File: src/rtl/mem_bus_pkg.sv
// Shared types and constants for the multicore native memory bus:
// arbiter FSM states, top-level address regions and default bus widths.
package mem_bus_pkg;

    typedef enum logic [1:0] {
        IDLE = 2'd0,
        BUSY = 2'd1,
        RESP = 2'd2
    } arb_state_t;

    // Top nibble of the address selects the target behind the shared port.
    localparam logic [3:0] REGION_MEM  = 4'h0;
    localparam logic [3:0] REGION_LED  = 4'h1;
    localparam logic [3:0] REGION_UART = 4'h2;

    localparam int DEF_NUM_REQ = 2;
    localparam int DEF_ADDR_W  = 32;
    localparam int DEF_DATA_W  = 32;

    // True when the address falls in one of the decoded regions.
    function automatic logic is_known_region(input logic [31:0] addr);
        return (addr[31:28] == REGION_MEM) || (addr[31:28] == REGION_LED) ||
               (addr[31:28] == REGION_UART);
    endfunction

endpackage

File: src/rtl/mem_arbiter_if.sv
// Bundle of the per-core request bus and the shared memory/IO port.
// The slave modport is the arbiter's view; master is the cores + memory side.
interface mem_arbiter_if
    import mem_bus_pkg::*;
#(
    parameter int NUM_REQ = DEF_NUM_REQ,
    parameter int ADDR_W  = DEF_ADDR_W,
    parameter int DATA_W  = DEF_DATA_W
);
    localparam int STRB_W = DATA_W / 8;
    localparam int ID_W   = $clog2(NUM_REQ);

    // Core side
    logic [NUM_REQ-1:0]        req_valid;
    logic [NUM_REQ*ADDR_W-1:0] req_addr;
    logic [NUM_REQ*DATA_W-1:0] req_wdata;
    logic [NUM_REQ*STRB_W-1:0] req_wstrb;
    logic [NUM_REQ-1:0]        req_ready;
    logic [DATA_W-1:0]         req_rdata;

    // Shared port side
    logic                      mem_valid;
    logic [ADDR_W-1:0]         mem_addr;
    logic [DATA_W-1:0]         mem_wdata;
    logic [STRB_W-1:0]         mem_wstrb;
    logic                      mem_ready;
    logic [DATA_W-1:0]         mem_rdata;

    logic [ID_W-1:0]           grant_id;

    modport slave (
        input  req_valid, req_addr, req_wdata, req_wstrb,
        output req_ready, req_rdata,
        output mem_valid, mem_addr, mem_wdata, mem_wstrb,
        input  mem_ready, mem_rdata,
        output grant_id
    );

    modport master (
        output req_valid, req_addr, req_wdata, req_wstrb,
        input  req_ready, req_rdata,
        input  mem_valid, mem_addr, mem_wdata, mem_wstrb,
        output mem_ready, mem_rdata,
        input  grant_id
    );

endinterface

File: src/rtl/rr_picker.sv
// Combinational one-hot winner select over a request vector.
// With MEM_ARBITER_ROUND_ROBIN_EN the search starts just above ptr and
// wraps; without it this is a plain lowest-index priority encoder.
module rr_picker
    import mem_bus_pkg::*;
#(
    parameter  int NUM_REQ = DEF_NUM_REQ,
    localparam int ID_W    = $clog2(NUM_REQ)
) (
    input  logic [NUM_REQ-1:0] req,
`ifdef MEM_ARBITER_ROUND_ROBIN_EN
    input  logic [ID_W-1:0]    ptr,
`endif
    output logic [NUM_REQ-1:0] gnt_oh,
    output logic [ID_W-1:0]    gnt_id
);

`ifdef MEM_ARBITER_ROUND_ROBIN_EN
    // Scan distances from farthest to nearest so the nearest requester above ptr wins.
    always_comb begin
        // NOTE: every output gets a default first so no path leaves it unassigned (no latch).
        gnt_oh = '0;
        gnt_id = '0;
        for (int k = NUM_REQ; k >= 1; k--) begin
            for (int i = 0; i < NUM_REQ; i++) begin
                if (req[i] && (i == (int'(ptr) + k) % NUM_REQ)) begin
                    gnt_oh    = '0;
                    gnt_oh[i] = 1'b1;
                    gnt_id    = ID_W'(i);
                end
            end
        end
    end
`else
    // Scan from the top down so the lowest requesting index wins.
    always_comb begin
        gnt_oh = '0;
        gnt_id = '0;
        for (int i = NUM_REQ - 1; i >= 0; i--) begin
            if (req[i]) begin
                gnt_oh    = '0;
                gnt_oh[i] = 1'b1;
                gnt_id    = ID_W'(i);
            end
        end
    end
`endif

endmodule

File: src/rtl/mem_arbiter.sv
// Arbiter sharing one native valid/ready memory/IO port between NUM_REQ
// cores. One transaction in flight; IDLE -> BUSY -> RESP -> IDLE.
// Build option: define MEM_ARBITER_ROUND_ROBIN_EN for round-robin
// arbitration; otherwise the lowest requesting core always wins.
module mem_arbiter
    import mem_bus_pkg::*;
#(
    parameter int NUM_REQ = DEF_NUM_REQ,
    parameter int ADDR_W  = DEF_ADDR_W,
    parameter int DATA_W  = DEF_DATA_W
) (
    input logic          clk,
    input logic          resetn,
    mem_arbiter_if.slave bus
);
    localparam int STRB_W = DATA_W / 8;
    localparam int ID_W   = $clog2(NUM_REQ);

    arb_state_t         state;
    logic [NUM_REQ-1:0] grant_oh;
    logic [NUM_REQ-1:0] win_oh;
    logic [ID_W-1:0]    win_id;
    logic [ADDR_W-1:0]  win_addr;
    logic [DATA_W-1:0]  win_wdata;
    logic [STRB_W-1:0]  win_wstrb;

`ifdef MEM_ARBITER_ROUND_ROBIN_EN
    logic [ID_W-1:0]    ptr;
`endif

    rr_picker #(.NUM_REQ(NUM_REQ)) u_picker (
        .req    (bus.req_valid),
`ifdef MEM_ARBITER_ROUND_ROBIN_EN
        .ptr    (ptr),
`endif
        .gnt_oh (win_oh),
        .gnt_id (win_id)
    );

    // Route the winning core's request fields toward the mem_* registers.
    always_comb begin
        win_addr  = '0;
        win_wdata = '0;
        win_wstrb = '0;
        for (int i = 0; i < NUM_REQ; i++) begin
            if (win_oh[i]) begin
                win_addr  = bus.req_addr[i*ADDR_W +: ADDR_W];
                win_wdata = bus.req_wdata[i*DATA_W +: DATA_W];
                win_wstrb = bus.req_wstrb[i*STRB_W +: STRB_W];
            end
        end
    end

    // Transaction FSM; every bus output is a register.
    always_ff @(posedge clk or negedge resetn) begin
        if (!resetn) begin
            state         <= IDLE;
            grant_oh      <= '0;
            bus.grant_id  <= '0;
            bus.mem_valid <= 1'b0;
            bus.mem_addr  <= '0;
            bus.mem_wdata <= '0;
            bus.mem_wstrb <= '0;
            bus.req_ready <= '0;
            bus.req_rdata <= '0;
`ifdef MEM_ARBITER_ROUND_ROBIN_EN
            ptr           <= ID_W'(NUM_REQ - 1);
`endif
        end else begin
            // NOTE: non-blocking assignments; this default is overridden later in the same cycle.
            bus.req_ready <= '0;
            case (state)
                IDLE: begin
                    if (|bus.req_valid) begin
                        grant_oh      <= win_oh;
                        bus.grant_id  <= win_id;
                        bus.mem_addr  <= win_addr;
                        bus.mem_wdata <= win_wdata;
                        bus.mem_wstrb <= win_wstrb;
                        bus.mem_valid <= 1'b1;
`ifdef MEM_ARBITER_ROUND_ROBIN_EN
                        ptr           <= win_id;
`endif
                        state         <= BUSY;
                    end
                end
                BUSY: begin
                    if (bus.mem_ready) begin
                        bus.req_rdata <= bus.mem_rdata;
                        bus.mem_valid <= 1'b0;
                        bus.req_ready <= grant_oh;
                        state         <= RESP;
                    end
                end
                RESP:    state <= IDLE;
                default: state <= IDLE;
            endcase
        end
    end

endmodule

File: src/flat_wrapper.sv
// flat-port wrapper written by rule: the top's interface ports become plain ports
module mem_arbiter_flat import mem_bus_pkg::*;
#(
    parameter int NUM_REQ = DEF_NUM_REQ,
    parameter int ADDR_W  = DEF_ADDR_W,
    parameter int DATA_W  = DEF_DATA_W
)
  (clk, resetn, bus_req_valid, bus_req_addr, bus_req_wdata, bus_req_wstrb, bus_req_ready, bus_req_rdata, bus_mem_valid, bus_mem_addr, bus_mem_wdata, bus_mem_wstrb, bus_mem_ready, bus_mem_rdata, bus_grant_id);
  mem_arbiter_if #(.NUM_REQ(NUM_REQ), .ADDR_W(ADDR_W), .DATA_W(DATA_W)) bus_i ();
  input logic clk;
  input logic resetn;
  input wire logic [$bits(bus_i.req_valid)-1:0] bus_req_valid;
  input wire logic [$bits(bus_i.req_addr)-1:0] bus_req_addr;
  input wire logic [$bits(bus_i.req_wdata)-1:0] bus_req_wdata;
  input wire logic [$bits(bus_i.req_wstrb)-1:0] bus_req_wstrb;
  output wire logic [$bits(bus_i.req_ready)-1:0] bus_req_ready;
  output wire logic [$bits(bus_i.req_rdata)-1:0] bus_req_rdata;
  output wire logic [$bits(bus_i.mem_valid)-1:0] bus_mem_valid;
  output wire logic [$bits(bus_i.mem_addr)-1:0] bus_mem_addr;
  output wire logic [$bits(bus_i.mem_wdata)-1:0] bus_mem_wdata;
  output wire logic [$bits(bus_i.mem_wstrb)-1:0] bus_mem_wstrb;
  input wire logic [$bits(bus_i.mem_ready)-1:0] bus_mem_ready;
  input wire logic [$bits(bus_i.mem_rdata)-1:0] bus_mem_rdata;
  output wire logic [$bits(bus_i.grant_id)-1:0] bus_grant_id;
  assign bus_i.req_valid = bus_req_valid;
  assign bus_i.req_addr = bus_req_addr;
  assign bus_i.req_wdata = bus_req_wdata;
  assign bus_i.req_wstrb = bus_req_wstrb;
  assign bus_req_ready = bus_i.req_ready;
  assign bus_req_rdata = bus_i.req_rdata;
  assign bus_mem_valid = bus_i.mem_valid;
  assign bus_mem_addr = bus_i.mem_addr;
  assign bus_mem_wdata = bus_i.mem_wdata;
  assign bus_mem_wstrb = bus_i.mem_wstrb;
  assign bus_i.mem_ready = bus_mem_ready;
  assign bus_i.mem_rdata = bus_mem_rdata;
  assign bus_grant_id = bus_i.grant_id;
  mem_arbiter #(.NUM_REQ(NUM_REQ), .ADDR_W(ADDR_W), .DATA_W(DATA_W)) u_core (.clk(clk), .resetn(resetn), .bus(bus_i));
endmodule
File: config.mk
export PLATFORM = sky130hd
export DESIGN_NAME = mem_arbiter_flat
export DESIGN_NICKNAME = d
export VERILOG_FILES = /design/src/rtl/mem_bus_pkg.sv /design/src/rtl/mem_arbiter_if.sv /design/src/rtl/rr_picker.sv /design/src/rtl/mem_arbiter.sv /design/src/flat_wrapper.sv
export SDC_FILE = /design/constraint.sdc
export NUM_CORES = 1
export LEC_CHECK = 0
export CELL_PAD_IN_SITES_DETAIL_PLACEMENT = 0
export CELL_PAD_IN_SITES_GLOBAL_PLACEMENT = 2
export CORE_MARGIN = 5
export CORE_UTILIZATION = 25
export CTS_BUF_LIST = sky130_fd_sc_hd__clkbuf_2
export DETAILED_ROUTE_END_ITERATION = 16
export GPL_TIMING_DRIVEN = 0
export PLACE_DENSITY = 0.95
export SLEW_MARGIN = 5
export SYNTH_ARGS = -nofsm -noshare
export SYNTH_HDL_FRONTEND = slang
export SYNTH_HIERARCHICAL = 1
export SYNTH_SLANG_ARGS = --single-unit
File: constraint.sdc
create_clock -name clk -period 3.6 [get_ports clk]
set_input_delay 1.08 -clock clk [delete_from_list [all_inputs] [get_ports clk]]
set_output_delay 1.08 -clock clk [all_outputs]
set_load 0.005 [all_outputs]
==> results_dict.tcl, run 1 <==
set metrics [dict create \
    outcome "finished, final reports clean" \
    numCtsBuffers 9 \
    ys_seq_elements 108 \
    drive_above_1_share_pct 14.9 \
    crit_required_ns 2.52 \
    synth_seq_area_share_pct 57.1 \
    synth_top_area_cell "dfrtp_1" \
    swShare_pct 30.9 \
    synth.area.top_cells "dfrtp_1 57%, mux2_2 15%, a22o_1 12%" \
    grt_pass1_vias 4666 \
    rows 50 \
    synthesis.area_sq_um 4730 \
    core_sq_um 18600 \
    synth.avg_cell_area_sq_um 12.3 \
    period_needed_ns 2.63 \
    die-area_sq_um 21800 \
    holdBufCountCts 0 \
    h-tree-depth 3 \
    viasPerCell 4.46 \
    total_power_uw 5030 \
    max_slew_margin_pct 53.4 \
    initial_core_util_pct 25.4 \
    finClkSkew_ns 0.0295 \
    first_iter_violations 82 \
    grt-ovfl-total 0 \
    worst_pin_slew_ns 0.697 \
    cp_num_buf_inv 1 \
    intPower_uw 3470 \
    worst-path-max-fanout 2 \
    power_leakage_uw 0.00351 \
    postCtsSetupRepairBufs 0 \
    timing.final.crit_share_pct 73.0 \
    slew_viol_final 0 \
    worstSetupStartpointType "register" \
    synth_ff_type "dfrtp_1" \
    synthSimpleGateAreaFrac_pct 9.39 \
    slowest_stage "clkdlybuf4s50_1" \
    portBuffers 276 \
    cts_resized 0 \
    hpwl_microns 12800 \
    irDropWorstVdd_v 0.000262 \
    clk_latency_ns 0.58 \
    hp-class "input port to asynchronous set/reset pin" \
    die_h_microns 148 \
    wirelength_microns 16200 \
    cts.clk_slew.worst_paths_ns 0.30 \
    cpLargestDelayFamily "buffers and inverters" \
    p_sw_uw 1550 \
    syn_inst 386 \
    vias 4082 \
    ant_nets 0 \
    rsz0062_at_grt "no" \
    yosys_warnings 6 \
    hold_viol 0 \
    place_congestion 0.787 \
    cts_sinks 108 \
    post_drt_wl_per_cell_microns 17.8 \
    synth_top_area_share_pct 57.1 \
    cts_tree "built" \
    syn_nets 559 \
    synth_edf_count 0 \
    grtUsageTotal_pct 14.9 \
    r2r_slack_ns 1.75 \
    cap_viol_max_count 0 \
    grt_max_degree 72 \
    yosysMostFrequentCell "dfrtp_1" \
    path_cells "clkdlybuf4s50_1" \
    p_seq_share_pct 40.1 \
    synthTopCellsByCount "108 x dfrtp_1, 98 x nand2_1, 67 x a22o_1" \
    first_pass_iters 4 \
    tns_ns 0 \
    worstSetupPathType "register to output pin" \
    synth_top_family_by_area "multiplexers" \
    drc 0 \
    r2r_start "u_core/state[0]" \
    antenna_found_initial 2 \
    r2r_end "u_core/bus.mem_wdata[19]" \
    synth-compound-area-share_pct 12.7 \
    die_x_microns 148 \
    cpPeakStageDelay_ns 0.55 \
    power.share.clock_pct 11.1 \
    yosys.area_share.adder_pct 0 \
    r2r_cells 3 \
    finish.utilization_pct 42.5 \
    cp-end-kind "output pin" \
    combPwrFrac_pct 48.8 \
    cp.arrival_ns 1.55 \
    synthArstFlopShare_pct 100 \
    clock-root-buffer "clkbuf_2" \
    grt_pass1_wl_microns 25800 \
    io_pins 277 \
    final_nets 847 \
    synthMuxAreaShare_pct 16.9 \
    fmax_mhz 381 \
    cts_max_path_buffers 2 \
    p_per_area_nw_per_um2 634 \
    syn2layout_area_growth_pct 67.7 \
    synth_cell_type_count 20 \
    synth_xor_area_share_pct 0 \
    setup_viol 0 \
]
## power groups by stage
| stage | clock, uW | sequential [uW] | combinational, uW |
|---|---|---|---|
| final | 560 | 2010 | 2450 |
| after global routing | 656 | 2090 | 2650 |
| after CTS | 611 | 2020 | 2510 |
| after detailed placement | 0 | 2050 | 2500 |
| after global placement | 0 | 2020 | 2450 |
| after floorplan | 0 | 2060 | 910 |
## final cells by class
class,instances,area (sq um)
diodes,2,5.00
well taps,234,293
inverters,1,3.75
repair buffers,277,2790
multi-input cells,247,1840
fillers,1754,10700
flip-flops and latches,108,2700
clock inverters,7,66.3
clock buffers,9,45.0
plain buffers,30,180
## worst max path at each step
stage,start,endpoint,slack [ns],depth (start not counted)
2_1_floorplan,bus_req_valid[1],u_core/bus.mem_addr[10],1.29,8
3_3_place_gp,resetn,u_core/bus.mem_wdata[14],-2.77,1
3_5_place_dp,bus_req_valid[0],u_core/bus.mem_addr[3],0.44,5
4_1_cts,u_core/bus.mem_addr[4],bus_mem_addr[4],0.85,1
5_1_grt,u_core/bus.req_rdata[15],bus_req_rdata[15],0.81,1
6_report,u_core/bus.mem_wdata[27],bus_mem_wdata[27],0.97,1
## layout by cell type (no fill, tap or decap)
master           count
clkdlybuf4s50_1    275
dfrtp_1            108
nand2_1             98
a22o_1              67
mux2_2              65
clkbuf_1            13
clkbuf_2             9
buf_6                6
buf_2                6
buf_4                6
mux2_1               6
clkinv_1             4
diode_2              2
and2_1               2
clkinv_4             1
bufinv_16            1
inv_6                1
clkinvlp_4           1
nand3b_1             1
nor2b_2              1
nor2_1               1
nor3_4               1
o21ai_0              1
nor3b_1              1
or2_2                1
a21o_1               1
buf_16               1
nor2b_4              1
## cells by family (layout without fill, tap and decap cells)
family | after synthesis | count (layout)
and+or+nand+nor | 107 | 107
buffers and inverters | 31 | 324
AOI/OAI and AO/OA | 69 | 69
DFF | 108 | 108
muxes | 71 | 71
other | 0 | 2
## state kept, by name (all words and copies together), names as in the netlist
register and flops:
u_core/bus.mem_addr 32, u_core/bus.mem_wdata 32, u_core/bus.req_rdata 32, u_core/bus.mem_wstrb 4, u_core/bus.req_ready 2, u_core/grant_oh 2, u_core/state 2, u_core/bus.grant_id 1
u_core/bus.mem_valid 1
## per-stage QoR
stage,instances,instance area (sq um),hold WS [ns],setup slack (ns)
final,915,7930,0.322,0.973
after global routing,915,7930,0.223,0.808
after CTS,913,7930,0.230,0.849
after detailed placement,897,7810,0.461,0.437
after global placement,896,7780,0.459,-2.77
after floorplan,386,4730,0.446,1.29
## per-layer routing
| metal | vias to the layer above | global-route usage [%] | share of wire, % |
|---|---|---|---|
| met5 | - | 0 | 0 |
| met4 | 0 | 5.92 | 2.6 |
| met3 | 22 | 3.31 | 6.8 |
| met2 | 144 | 26.5 | 51 |
| met1 | 1982 | 17.3 | 40 |
| li1 | 1934 | - | - |
(Power assumes the default switching activity.)
==> run 2: changes to the inputs <==
Settings changed: CORE_UTILIZATION 25 to 21, PLACE_DENSITY 0.95 to 0.92.
Clock period 3.6 ns to 2.3 ns, I/O delays scaled along.
==> run 2 against run 1 <==
Critical path type is now input port to register; worst setup slack got worse by 0.83 ns; utilization decreased by 7.2 points; cell area shrank 0.16%; largest power group unchanged.
==> results_dict.tcl, run 2 (same netlist as run 1, synthesis figures left out) <==
set metrics [dict create \
    syn2layout_area_growth_pct 67.4 \
    io_pins 277 \
    core_sq_um 22400 \
    wirelength_microns 16600 \
    post_drt_wl_per_cell_microns 17.1 \
    die_x_microns 160 \
    period_needed_ns 2.16 \
    final_common_cell "clkdlybuf4s50_1" \
    power_leakage_uw 0.00393 \
    h-tree-depth 3 \
    hpwl_microns 12700 \
    rows 55 \
    layout_common_cells "171 x clkdlybuf4s50_1, 108 x dfrtp_1, 98 x nand2_1" \
    r2r_start "u_core/state[1]" \
    cts_sinks 108 \
    outcome "finished, final reports clean" \
    r2r_slack_ns 0.35 \
    vias 4064 \
    first_iter_violations 143 \
    antenna_found_initial 1 \
    cap_viol_max_count 0 \
    p_per_area_nw_per_um2 917 \
    topRoutingLayerUsed "met4" \
    slew_viol_final 0 \
    finish.instance_area_sq_um 7920 \
    grt_max_degree 56 \
    placed_area_sq_um 7880 \
    rsz0062_at_grt "no" \
    ant_nets 0 \
    viasPerCell 4.19 \
    final_nets 851 \
    fmax_mhz 464 \
    grt-ovfl-total 0 \
    met2_length_microns 8490 \
    r2r_end "u_core/bus.mem_wdata[23]" \
    cts_max_path_buffers 2 \
    hold_ws_ns 0.511 \
    hp-class "register to register" \
    clk_latency_ns 0.62 \
    fin_ws_ns 0.144 \
    cp.arrival_ns 2.71 \
    hp-start "u_core/bus.req_rdata[30]" \
    clock-root-buffer "clkbuf_2" \
    cts_tree "built" \
    crit_required_ns 2.86 \
    hold_end "u_core/bus.req_rdata[30]" \
    portBuffers 276 \
    numCtsBuffers 9 \
    timing.final.crit_share_pct 93.7 \
    holdPathStages 2 \
    grt_pass1_wl_microns 25300 \
    finish.utilization_pct 35.3 \
    grt_pass1_vias 4201 \
    die-area_sq_um 25600 \
    r2r_cells 3 \
    hold_viol 0 \
    first_pass_iters 4 \
    place_congestion 0.714 \
    met1_length_microns 6780 \
    worst_pin_slew_ns 0.771 \
    max_slew_margin_pct 48.5 \
    worst-path-max-fanout 10 \
    initial_core_util_pct 21.1 \
    drc 0 \
    drive_above_1_share_pct 15.4 \
    wl_met3_microns 1130 \
    die_h_microns 160 \
    irDropWorstVdd_v 0.000267 \
    finClkSkew_ns 0.0405 \
    worstSetupStartpointType "input port" \
    cp-end-kind "register" \
    place_ws_ns -0.610 \
    largestRegisters "u_core/bus.mem_addr (32), u_core/bus.mem_wdata (32), u_core/bus.req_rdata (32)" \
    cts.clk_slew.worst_paths_ns 0.27 \
    setup_viol 0 \
    grtUsageTotal_pct 12.7 \
    worstSetupPathType "input port to register" \
]
## run 2: changes by cell type in the layout (fill, tap and decap cells not counted)
cell,before,now
clkinv_1,4,3
bufinv_16,1,0
buf_4,6,9
clkbuf_2,9,10
diode_2,2,1
clkinvlp_4,1,2
dlygate4sd3_1,0,1
dlygate4sd2_1,0,92
clkdlybuf4s50_1,275,171
dlymetal6s2s_1,0,12
## run 2: per-layer routing
metal  GRT usage, %  vias up
met3           3.64       11
met4           3.56        0
met2           22.5      147
li1               -     1944
met1           15.0     1962
met5              0        -
## run 2: through the flow
stage               power, uW  instances  setup TNS, ns
finish                   7260        969              0
global route             7840        969              0
detailed placement       7100        948         -35.69
floorplan                4650        386              0
CTS                      7490        968              0
global placement         7050        947        -467.72
## run 2: what timing repair did
item | in CTS | in global routing
resized for setup | 92 | 12
setup endpoints to repair | 92 | 12
buffers inserted | 3 | 0
hold buffers | 1 | 0
endpoints found under the hold margin | 53 | 0
## run 2: area by class of cell
type	count	area, sq um
Inverter	1	3.75
Fill cell	2329	14500
Clock inverter	6	40.0
Sequential cell	108	2700
Timing Repair Buffer	281	2740
Tap cell	285	357
Clock buffer	10	50.0
Multi-Input combinational cell	247	1840
Buffer	30	180
Antenna cell	1	2.50
## run 2: worst max-delay path by stage
stage | startpoint | to | slack, ns | depth (start not counted)
after CTS | u_core/bus.mem_addr[19] | bus_mem_addr[19] | 0.0005 | 1
after global placement | resetn | u_core/bus.mem_wdata[16] | -4.03 | 1
final | bus_req_valid[0] | u_core/bus.mem_addr[13] | 0.14 | 9
after global routing | bus_req_valid[0] | u_core/bus.mem_addr[13] | 0.08 | 9
after detailed placement | bus_req_valid[0] | u_core/bus.mem_addr[13] | -0.61 | 9
after floorplan | bus_req_valid[1] | u_core/bus.mem_addr[10] | 0.38 | 8
## run 2: report_power, final
group	leakage, uW	internal (uW)	switching [uW]
clock network	0.0000536	145	676
registers	0.00136	2710	388
logic	0.00252	1980	1350
## run 2: worst max-delay path, cell delays in order
cell and delay, ns:
clkdlybuf4s50_1 0.54, nor2b_4 0.05, buf_4 0.12, buf_4 0.17
nor2b_2 0.26, buf_4 0.25, buf_2 0.27, a22o_1 0.20
mux2_2 0.15
==> run 3: changes to the inputs <==
Settings changed: CTS_CLUSTER_DIAMETER set to 30.
==> results of run 3 <==
No change in the layout: final DEF, timing and power equal those of run 2.
